`config.mk`:
```
export PLATFORM = sky130hd
export DESIGN_NAME = div_unit_flat
export DESIGN_NICKNAME = d
export VERILOG_FILES = /design/src/rtl/div_unit_pkg.sv /design/src/rtl/div_unit_if.sv /design/src/rtl/div_unit.sv /design/src/flat_wrapper.sv
export SDC_FILE = /design/constraint.sdc
export NUM_CORES = 1
export LEC_CHECK = 0
export CAP_MARGIN = 10
export CORE_UTILIZATION = 30
export CTS_CLUSTER_SIZE = 14
export DETAILED_ROUTE_END_ITERATION = 10
export GPL_TIMING_DRIVEN = 0
export SLEW_MARGIN = 20
export SYNTH_ARGS = -nofsm -noshare
export SYNTH_HDL_FRONTEND = slang
export SYNTH_SLANG_ARGS = --single-unit
```
`constraint.sdc`:
```
create_clock -name clk -period 10.18 [get_ports clk]
set_input_delay 2.036 -clock clk [delete_from_list [all_inputs] [get_ports clk]]
set_output_delay 2.036 -clock clk [all_outputs]
set_load 0.01 [all_outputs]
```
`src/rtl/div_unit_pkg.sv`:
```
//------------------------------------------------------------------------------
// div_unit_pkg : shared CPU constants for the execute-stage ALU and divider.
// Revision     : 1.0
//------------------------------------------------------------------------------
`default_nettype none

package div_unit_pkg;

  localparam int WIDTH = 32;
  localparam int CNT_W = 5;

  // Combinational ALU operation encodings, kept alongside the divider ops
  typedef logic [3:0] alu_op_t;
  localparam alu_op_t ALU_ADD  = 4'd0;
  localparam alu_op_t ALU_SUB  = 4'd1;
  localparam alu_op_t ALU_SLL  = 4'd2;
  localparam alu_op_t ALU_SLT  = 4'd3;
  localparam alu_op_t ALU_SLTU = 4'd4;
  localparam alu_op_t ALU_XOR  = 4'd5;
  localparam alu_op_t ALU_SRL  = 4'd6;
  localparam alu_op_t ALU_SRA  = 4'd7;
  localparam alu_op_t ALU_OR   = 4'd8;
  localparam alu_op_t ALU_AND  = 4'd9;

  typedef logic [1:0] div_op_t;
  localparam div_op_t DIV  = 2'd0;
  localparam div_op_t DIVU = 2'd1;
  localparam div_op_t REM  = 2'd2;
  localparam div_op_t REMU = 2'd3;

  typedef enum logic [1:0] {
    IDLE = 2'd0,
    RUN  = 2'd1,
    DONE = 2'd2
  } div_state_t;

  function automatic logic op_is_signed(input div_op_t op);
    return ~op[0];
  endfunction

  function automatic logic op_is_rem(input div_op_t op);
    return op[1];
  endfunction

  function automatic logic [WIDTH-1:0] abs_if(input logic [WIDTH-1:0] v, input logic en);
    return (en && v[WIDTH-1]) ? -v : v;
  endfunction

endpackage

`default_nettype wire

```
`src/rtl/div_unit_if.sv`:
```
//------------------------------------------------------------------------------
// div_unit_if : request/response handshake bundle between execute and divider.
// Revision    : 1.0
//------------------------------------------------------------------------------
`default_nettype none

interface div_unit_if;
  import div_unit_pkg::*;

  logic               flush;
  logic               in_valid;
  logic               in_ready;
  div_op_t            operation;
  logic [WIDTH-1:0]   X;
  logic [WIDTH-1:0]   Y;
  logic               out_valid;
  logic               out_ready;
  logic [WIDTH-1:0]   O;
  logic               busy;

  modport master (
    output flush, in_valid, operation, X, Y, out_ready,
    input  in_ready, out_valid, O, busy
  );

  modport slave (
    input  flush, in_valid, operation, X, Y, out_ready,
    output in_ready, out_valid, O, busy
  );

endinterface

`default_nettype wire

```
`src/rtl/div_unit.sv`:
```
//------------------------------------------------------------------------------
// div_unit : iterative radix-2 restoring divider for DIV/DIVU/REM/REMU.
// Revision : 1.0
//------------------------------------------------------------------------------
`default_nettype none

module div_unit
  import div_unit_pkg::*;
(
  input  logic        clk,
  input  logic        rst_n,
  div_unit_if.slave   bus
);

  div_state_t         r_state;
  div_op_t            r_op;
  logic               r_neg_q;
  logic               r_neg_r;
  logic [WIDTH-1:0]   r_rem;
  logic [WIDTH-1:0]   r_quo;
  logic [WIDTH-1:0]   r_div;
  logic [WIDTH-1:0]   r_o;
  logic [CNT_W-1:0]   r_count;
  logic               r_in_ready;
  logic               r_out_valid;
  logic               r_busy;

  logic               w_signed;
  logic               w_x_neg;
  logic               w_y_neg;
  logic               w_y_zero;
  logic               w_ovf;
  logic               w_special;
  logic               w_accept;
  logic [WIDTH-1:0]   w_special_o;
  logic [WIDTH:0]     w_rem_sh;
  logic [WIDTH:0]     w_trial;
  logic [WIDTH-1:0]   w_rem_nx;
  logic [WIDTH-1:0]   w_quo_nx;
  logic [WIDTH-1:0]   w_result;

  assign w_signed  = op_is_signed(bus.operation);
  assign w_x_neg   = w_signed & bus.X[WIDTH-1];
  assign w_y_neg   = w_signed & bus.Y[WIDTH-1];
  assign w_y_zero  = (bus.Y == '0);
  assign w_ovf     = w_signed && (bus.X == 32'h8000_0000) && (bus.Y == 32'hFFFF_FFFF);
  assign w_special = w_y_zero | w_ovf;
  assign w_accept  = bus.in_valid & r_in_ready;

  always_comb begin
    w_special_o = '0;
    if (w_y_zero) begin
      w_special_o = op_is_rem(bus.operation) ? bus.X : '1;
    end else if (w_ovf) begin
      w_special_o = op_is_rem(bus.operation) ? '0 : 32'h8000_0000;
    end
  end

  // Remainder stays below the divisor, so a 33-bit trial sign is exact
  assign w_rem_sh = {r_rem, r_quo[WIDTH-1]};
  assign w_trial  = w_rem_sh - {1'b0, r_div};
  assign w_rem_nx = w_trial[WIDTH] ? w_rem_sh[WIDTH-1:0] : w_trial[WIDTH-1:0];
  assign w_quo_nx = {r_quo[WIDTH-2:0], ~w_trial[WIDTH]};

  always_comb begin
    w_result = w_quo_nx;
    case (r_op)
      DIV:     w_result = r_neg_q ? -w_quo_nx : w_quo_nx;
      DIVU:    w_result = w_quo_nx;
      REM:     w_result = r_neg_r ? -w_rem_nx : w_rem_nx;
      REMU:    w_result = w_rem_nx;
      default: w_result = w_quo_nx;
    endcase
  end

  always_ff @(posedge clk or negedge rst_n) begin
    if (!rst_n) begin
      r_state     <= IDLE;
      r_op        <= DIV;
      r_neg_q     <= 1'b0;
      r_neg_r     <= 1'b0;
      r_rem       <= '0;
      r_quo       <= '0;
      r_div       <= '0;
      r_o         <= '0;
      r_count     <= '0;
      r_in_ready  <= 1'b1;
      r_out_valid <= 1'b0;
      r_busy      <= 1'b0;
    end else if (bus.flush) begin
      r_state     <= IDLE;
      r_in_ready  <= 1'b1;
      r_out_valid <= 1'b0;
      r_busy      <= 1'b0;
    end else begin
      case (r_state)
        IDLE: begin
          if (w_accept) begin
            r_op       <= bus.operation;
            r_neg_q    <= w_x_neg ^ w_y_neg;
            r_neg_r    <= w_x_neg;
            r_rem      <= '0;
            r_quo      <= abs_if(bus.X, w_signed);
            r_div      <= abs_if(bus.Y, w_signed);
            r_count    <= '0;
            r_in_ready <= 1'b0;
            r_busy     <= 1'b1;
            if (w_special) begin
              r_o         <= w_special_o;
              r_out_valid <= 1'b1;
              r_state     <= DONE;
            end else begin
              r_state     <= RUN;
            end
          end
        end
        RUN: begin
          r_rem   <= w_rem_nx;
          r_quo   <= w_quo_nx;
          r_count <= r_count + 5'd1;
          if (r_count == 5'd31) begin
            r_o         <= w_result;
            r_out_valid <= 1'b1;
            r_state     <= DONE;
          end
        end
        DONE: begin
          if (bus.out_ready) begin
            r_out_valid <= 1'b0;
            r_in_ready  <= 1'b1;
            r_busy      <= 1'b0;
            r_state     <= IDLE;
          end
        end
        default: begin
          r_state     <= IDLE;
          r_in_ready  <= 1'b1;
          r_out_valid <= 1'b0;
          r_busy      <= 1'b0;
        end
      endcase
    end
  end

  assign bus.in_ready  = r_in_ready;
  assign bus.out_valid = r_out_valid;
  assign bus.O         = r_o;
  assign bus.busy      = r_busy;

endmodule

`default_nettype wire

```
`src/flat_wrapper.sv`:
```
// flat-port wrapper written by rule: the top's interface ports become plain ports
module div_unit_flat import div_unit_pkg::*;
  (clk, rst_n, bus_flush, bus_in_valid, bus_operation, bus_X, bus_Y, bus_out_ready, bus_in_ready, bus_out_valid, bus_O, bus_busy);
  div_unit_if bus_i ();
  input  logic clk;
  input  logic rst_n;
  input wire logic [$bits(bus_i.flush)-1:0] bus_flush;
  input wire logic [$bits(bus_i.in_valid)-1:0] bus_in_valid;
  input wire logic [$bits(bus_i.operation)-1:0] bus_operation;
  input wire logic [$bits(bus_i.X)-1:0] bus_X;
  input wire logic [$bits(bus_i.Y)-1:0] bus_Y;
  input wire logic [$bits(bus_i.out_ready)-1:0] bus_out_ready;
  output wire logic [$bits(bus_i.in_ready)-1:0] bus_in_ready;
  output wire logic [$bits(bus_i.out_valid)-1:0] bus_out_valid;
  output wire logic [$bits(bus_i.O)-1:0] bus_O;
  output wire logic [$bits(bus_i.busy)-1:0] bus_busy;
  assign bus_i.flush = bus_flush;
  assign bus_i.in_valid = bus_in_valid;
  assign bus_i.operation = bus_operation;
  assign bus_i.X = bus_X;
  assign bus_i.Y = bus_Y;
  assign bus_i.out_ready = bus_out_ready;
  assign bus_in_ready = bus_i.in_ready;
  assign bus_out_valid = bus_i.out_valid;
  assign bus_O = bus_i.O;
  assign bus_busy = bus_i.busy;
  div_unit u_core (.clk(clk), .rst_n(rst_n), .bus(bus_i));
endmodule
```
==> results of run 1 <==
[final cells by class]
class                   instances  area share, %
plain buffers                  94           3.46
clock buffers                  17           2.95
clock inverters                15           1.03
inverters                      64           1.67
multi-input cells            1279           54.1
flip-flops and latches        142           24.6
well taps                     525           4.55
repair buffers                107           7.57
[cells by family (layout without fill, tap and decap cells)]
logic type | after synthesis | count (layout)
AO/OA/AOI/OAI | 574 | 574
AND/OR/NAND/NOR | 510 | 510
buffers and inverters | 158 | 297
flip-flops | 142 | 142
XOR/XNOR | 129 | 129
adder cells (fa/ha/maj) | 40 | 40
multiplexers | 26 | 26
[power by group]
group	switching, W	internal (W)	total (W)
clock	0.000296	0.000344	0.000640
combinational	0.00212	0.00119	0.00330
sequential	0.000204	0.000755	0.000959
[worst paths after layout]
path	start	end	slack, ps	cells after the start
min in group asynchronous	rst_n	u_core.r_div[5]	1550	1
worst min-delay path	u_core.r_div[26]	u_core.r_div[26]	480	2
worst min register to register	u_core.r_div[26]	u_core.r_div[26]	480	2
worst max register to register	u_core.r_quo[31]	u_core.bus.O[24]	4160	22
worst max-delay path	bus_X[1]	u_core.bus.O[18]	3920	14
max in group asynchronous	rst_n	u_core.bus.O[18]	7840	2
[tightest hold or removal path, delay by kind of cell, from the launching register on]
kind | cells | cell delay, ps
AND/OR/NAND/NOR | 1 | 50
flip-flops | 1 | 340
AO/OA/AOI/OAI | 1 | 60
[synth_stat cells (7+ instances only)]
master	instances	share of area [%]
o21ai_0	234	9.7
nand2_1	191	5.9
a21oi_1	160	6.6
dfrtp_1	141	29
nor2_1	117	3.6
xor2_1	68	4.9
clkbuf_1	63	2.0
inv_1	63	2.0
xnor2_1	61	4.4
nor3_1	43	1.8
ha_1	39	4.0
o31ai_1	23	1.4
or3_1	20	1.0
a31oi_1	19	0.98
mux2i_1	19	1.6
nand3_1	19	0.79
nand4_1	19	0.98
nor4_1	17	0.88
o21a_1	16	0.99
nand2b_1	15	0.78
a211oi_1	13	0.81
a21o_1	11	0.68
and3_1	11	0.57
o41ai_1	10	0.72
or4_1	10	0.62
nor2b_1	9	0.47
o21ai_1	9	0.37
buf_2	8	0.33
buf_1	7	0.22
buf_6	7	0.65
mux2_2	7	0.65
o211ai_1	7	0.43
o221ai_1	7	0.51
[layer usage]
metal / routed length, um / share of wire [%] / GRT usage, % / vias to the layer above
li1: - / - / - / 5946
met2: 21000 / 46 / 36.2 / 480
met1: 20100 / 44 / 30.0 / 6088
met5: 0 / 0 / 0 / -
met3: 2920 / 6.4 / 2.92 / 70
met4: 1520 / 3.3 / 9.10 / 0
[flip-flops by register name, summed over array words and instances (netlist names)]
signal / flops
u_core.r_div: 32
u_core.r_count: 5
u_core.bus.busy: 1
u_core.r_quo: 32
u_core.bus.O: 32
u_core.r_state: 2
u_core.r_neg_r: 1
u_core.bus.in_ready: 1
u_core.r_op: 2
u_core.r_rem: 32
u_core.r_neg_q: 1
u_core.bus.out_valid: 1
[through the flow]
step,setup WS [ps],area [um2],utilization [%]
2_1_floorplan,5210,12100,-
3_3_place_gp,997,13800,34.7
3_5_place_dp,3650,13800,34.9
4_1_cts,4100,14400,36.3
5_1_grt,3680,14400,36.3
6_report,3920,14400,36.3
==> results.yml, run 1 <==
yosys:
  synth_nets: 1690
  yosys.area_share.simple_pct: 20.2
  async_flop_share_pct: 100
  synth_compound_area_share_pct: 28.5
  synthFlopType: "dfrtp_1"
  synth-seq-area-share_pct: 29.4
  synth_area_um2: 12100
  synth_seq_cells: 142
  synth_xor_area_share_pct: 9.34
  synth_edf_count: 0
  ys_types: 92
  syn_area_per_cell_um2: 7.66
  synthMuxAreaShare_pct: 2.22
  yosys_warnings: 0
  synth_top_family_by_area: "compound AO/OA/AOI/OAI gates"
  syn_inst: 1579
  synthAdderAreaFrac_pct: 4.20
worst_setup_path:
  slowest_delay_ps: 810
  worstPathMaxFanout: 10
  required_ps: 10500
  crit_buf_inv: 4
  arrival_ps: 6580
  worstSetupEndpointType: "flop"
  worstSetupPathType: "in -> reg"
  slowest_stage: "nor4_1"
  start_kind: "input pin"
  cp_cell_sequence: "clkdlybuf4s50_1 -> inv_1 -> ha_1 -> nor4b_1 -> nand4_1 -> nor4_1 -> nand3_1 -> nor2_1 -> nor3_1 -> a211o_1 -> buf_2 -> clkbuf_1 -> a221oi_1 -> o31ai_1"
  cp_top_family: "simple AND/OR/NAND/NOR gates"
run_status:
  status: "finished, final reports clean"
layout:
  drive_gt1_share_pct: 6.34
  fillers: 4173
  final_cells: 2243
  multiInputGateArea_um2: 7800
  syn_to_final_growth_pct: 19.3
  insertedDiodeCount: 0
  final_common_cell: "o21ai_0"
  mostFrequentLayoutCells: "234 x o21ai_0, 191 x nand2_1, 160 x a21oi_1, 141 x dfrtp_1, 117 x nor2_1"
  seq_area_um2: 3550
  nNetsFinal: 1816
drt:
  drt-vias-per-instance: 5.61
  wire_per_inst_um: 20.3
  via_count: 12584
  drt_wl_total_um: 45500
  drt-initial-drc-count: 1185
  first_pass_iters: 6
  postRouteAntennaNets: 0
  route.detailed.drc: 0
place:
  numPortBuffers: 105
  dp_hpwl_um: 35900
  gp_congestion: 0.942
  post-place-cells: 2211
clock_network:
  numCtsBuffers: 17
  post_cts_buffers: 0
  cts_tree: "yes"
  cts-root-buf: "clkbuf_16"
  htree_num_levels: 4
  worstSkewPairLatency_ps: 460
  path_clk_slew_ps: 60
  clock-sinks: 142
  cts_hold_buffers: 0
  cts-resized-gates: 0
  clockBufferDepth: 2
global_route:
  grt_pass1_vias: 12153
  grt_pass1_wl_um: 70600
  gr-total-overflow: 0
  antenna_found_initial: 0
  grt_max_degree: 75
  grt.total_usage_pct: 22.4
timing:
  slew_viol_final: 0
  tns_ps: 0
  finalHoldViolCount: 0
  max_freq_mhz: 160
  period_share_pct: 61.5
  min_period_ps: 6260
  skew_ps: 13.4
  slew_headroom_pct: 30.8
  setup_violations: 0
  hold_slack_ps: 481
  worst_slew_pin_slew_ps: 1030
  rsz0062_at_grt: "no"
power:
  peakVddDrop_mv: 0.193
  power_w: 0.00490
  pwr_density_cell_nw_per_um2: 340
  power.leakage_nw: 5.81
flow_run:
  drv_cap: 0
die:
  fp.dieH_um: 203
  start_util_pct: 30.4
  coreArea_um2: 39700
  num_rows: 73
  die_area_um2: 41100
  die_w_um: 203
  ios: 106
worst_hold_path:
  hold_class: "reg -> reg"
No activity file was read; power rests on OpenSTA's default activity.
==> inputs of run 2 (changes only) <==
==> constraint.sdc (replaced) <==
create_clock -name clk -period 5.5 [get_ports clk]
set_input_delay 1.1 -clock clk [delete_from_list [all_inputs] [get_ports clk]]
set_output_delay 1.1 -clock clk [all_outputs]
set_load 0.01 [all_outputs]
==> run 2 against run 1 <==
Effect of this change: largest cell class unchanged; total power grew 86%; critical path depth grew 7; final cell count is essentially flat; clock power grew 86%; non-clock buffer count shrank 1; clock-buffer cell count is the same; die area is the same; critical path type is now reg -> reg; clock skew is essentially flat; register-to-register slack lost 3900 ps; routed wire length grew 0.19%; core utilization grew 0.079 points.
==> results.yml, run 2 (same netlist as run 1, synthesis figures left out) <==
run_status:
  status: "finished, final reports clean"
timing:
  rsz0062_at_grt: "no"
  period_share_pct: 95.0
  setup_violations: 0
  worst_slew_pin_slew_ps: 1020
  skew_ps: 13.3
  finalHoldViolCount: 0
  min_period_ps: 5230
  tns_ps: 0
  timing.final.ws_setup_ps: 274
  max_freq_mhz: 191
  slew_headroom_pct: 31.3
  slew_viol_final: 0
global_route:
  grt.total_usage_pct: 22.4
  grt_max_degree: 75
  grt_pass1_wl_um: 70700
  grt_pass1_vias: 12185
  antenna_found_initial: 0
  gr-total-overflow: 0
clock_network:
  post_cts_buffers: 0
  cts_tree: "yes"
  numCtsBuffers: 17
  worstSkewPairLatency_ps: 460
  clock-sinks: 142
  cts_hold_buffers: 0
  cts-resized-gates: 2
  clockBufferDepth: 2
  path_clk_slew_ps: 70
  cts-root-buf: "clkbuf_16"
  htree_num_levels: 4
die:
  coreArea_um2: 39700
  die_w_um: 203
  start_util_pct: 30.4
  fp.dieH_um: 203
  die_area_um2: 41100
  num_rows: 73
  ios: 106
drt:
  postRouteAntennaNets: 0
  drt_wl_total_um: 45600
  first_pass_iters: 5
  drt-vias-per-instance: 5.60
  route.detailed.drc: 0
  wire_per_inst_um: 20.3
  via_count: 12561
  drt-initial-drc-count: 1207
worst_hold_path:
  hold_class: "reg -> reg"
worst_setup_path:
  cp_cell_sequence: "inv_1 -> ha_1 -> fa_1 -> nand2b_1 -> a21o_2 -> a21oi_2 -> o2111a_4 -> o21a_2 -> nor2_2 -> inv_2 -> clkbuf_2 -> clkbuf_4 -> nor2_1 -> a21oi_1 -> ha_4 -> inv_1 -> a31o_2 -> nor3b_2 -> a21oi_1 -> xnor2_1 -> o221ai_1"
  cp_top_family: "compound AO/OA/AOI/OAI gates"
  start_kind: "flop"
  worstSetupPathType: "reg -> reg"
  arrival_ps: 5530
  worstSetupEndpointType: "flop"
  slowest_delay_ps: 400
  slowest_stage: "dfrtp_1"
  worstPathMaxFanout: 10
  required_ps: 5800
  crit_buf_inv: 5
power:
  peakVddDrop_mv: 0.357
  pwr_density_cell_nw_per_um2: 632
  power.leakage_nw: 5.82
layout:
  nNetsFinal: 1815
  insertedDiodeCount: 0
  syn_to_final_growth_pct: 19.5
  mostFrequentLayoutCells: "234 x o21ai_0, 191 x nand2_1, 159 x a21oi_1, 141 x dfrtp_1, 117 x nor2_1"
  drive_gt1_share_pct: 6.76
  final_common_cell: "o21ai_0"
place:
  numPortBuffers: 105
  place_ws_ps: -278
  dp_hpwl_um: 35900
  gp_congestion: 0.942
flow_run:
  drv_cap: 0
==> run 2: changes by cell type in the layout (fill, tap and decap cells not counted), moves of 2 or more <==
| cell | delta |
|---|---|
| clkbuf_1 | -2 |
| nor4_1 | -2 |
| clkbuf_2 | +2 |
| nor4_2 | +2 |
| buf_1 | -2 |
==> run 2: power breakdown <==
| group | internal (W) | switching [W] |
|---|---|---|
| combinational | 0.00223 | 0.00394 |
| sequential | 0.00140 | 0.000379 |
| clock | 0.000638 | 0.000551 |
| total | 0.00426 | 0.00487 |
==> run 2: tightest hold or removal path, delay by kind of cell (launching register included) <==
| kind | cells | cell delay (ps) |
|---|---|---|
| simple gates | 1 | 50 |
| compound gates | 1 | 60 |
| flops | 1 | 340 |
==> run 2: final timing paths <==
kind / from / endpoint / slack, ps / depth (start not counted)
min: u_core.r_div[26] / u_core.r_div[26] / 480 / 2
max reg2reg: u_core.r_quo[31] / u_core.bus.O[24] / 270 / 21
min in group asynchronous: rst_n / u_core.r_div[5] / 610 / 1
min reg2reg: u_core.r_div[26] / u_core.r_div[26] / 480 / 2
max in group asynchronous: rst_n / u_core.bus.O[18] / 4090 / 2
max: u_core.r_quo[31] / u_core.bus.O[24] / 270 / 21
==> run 2: per-stage QoR <==
stage | std cells | cell area, um2 | hold WS [ps] | power (W) | util [%]
2_1_floorplan | 1579 | 12100 | 450 | 0.00590 | -
3_3_place_gp | 2209 | 13800 | 468 | 0.00770 | 34.7
3_5_place_dp | 2211 | 13800 | 474 | 0.00777 | 34.9
4_1_cts | 2243 | 14400 | 488 | 0.00899 | 36.3
5_1_grt | 2242 | 14500 | 506 | 0.00979 | 36.4
6_report | 2242 | 14500 | 481 | 0.00913 | 36.4
==> run 2: layout make-up <==
cell class                      instances  area, um2
Fill cell                            4168      25300
Multi-Input combinational cell       1279       7830
Sequential cell                       142       3550
Inverter                               64        240
Tap cell                              525        657
Clock inverter                         15        149
Buffer                                 93        502
Timing Repair Buffer                  107       1090
Clock buffer                           17        425
==> run 2: per-layer routing <==
| layer | vias to the layer above | global-route usage, % | routed length, um |
|---|---|---|---|
| met5 | - | 0 | 0 |
| met4 | 0 | 9.13 | 1590 |
| met3 | 73 | 2.92 | 2830 |
| met2 | 458 | 36.2 | 20900 |
| met1 | 6077 | 30.0 | 20300 |
| li1 | 5953 | - | - |
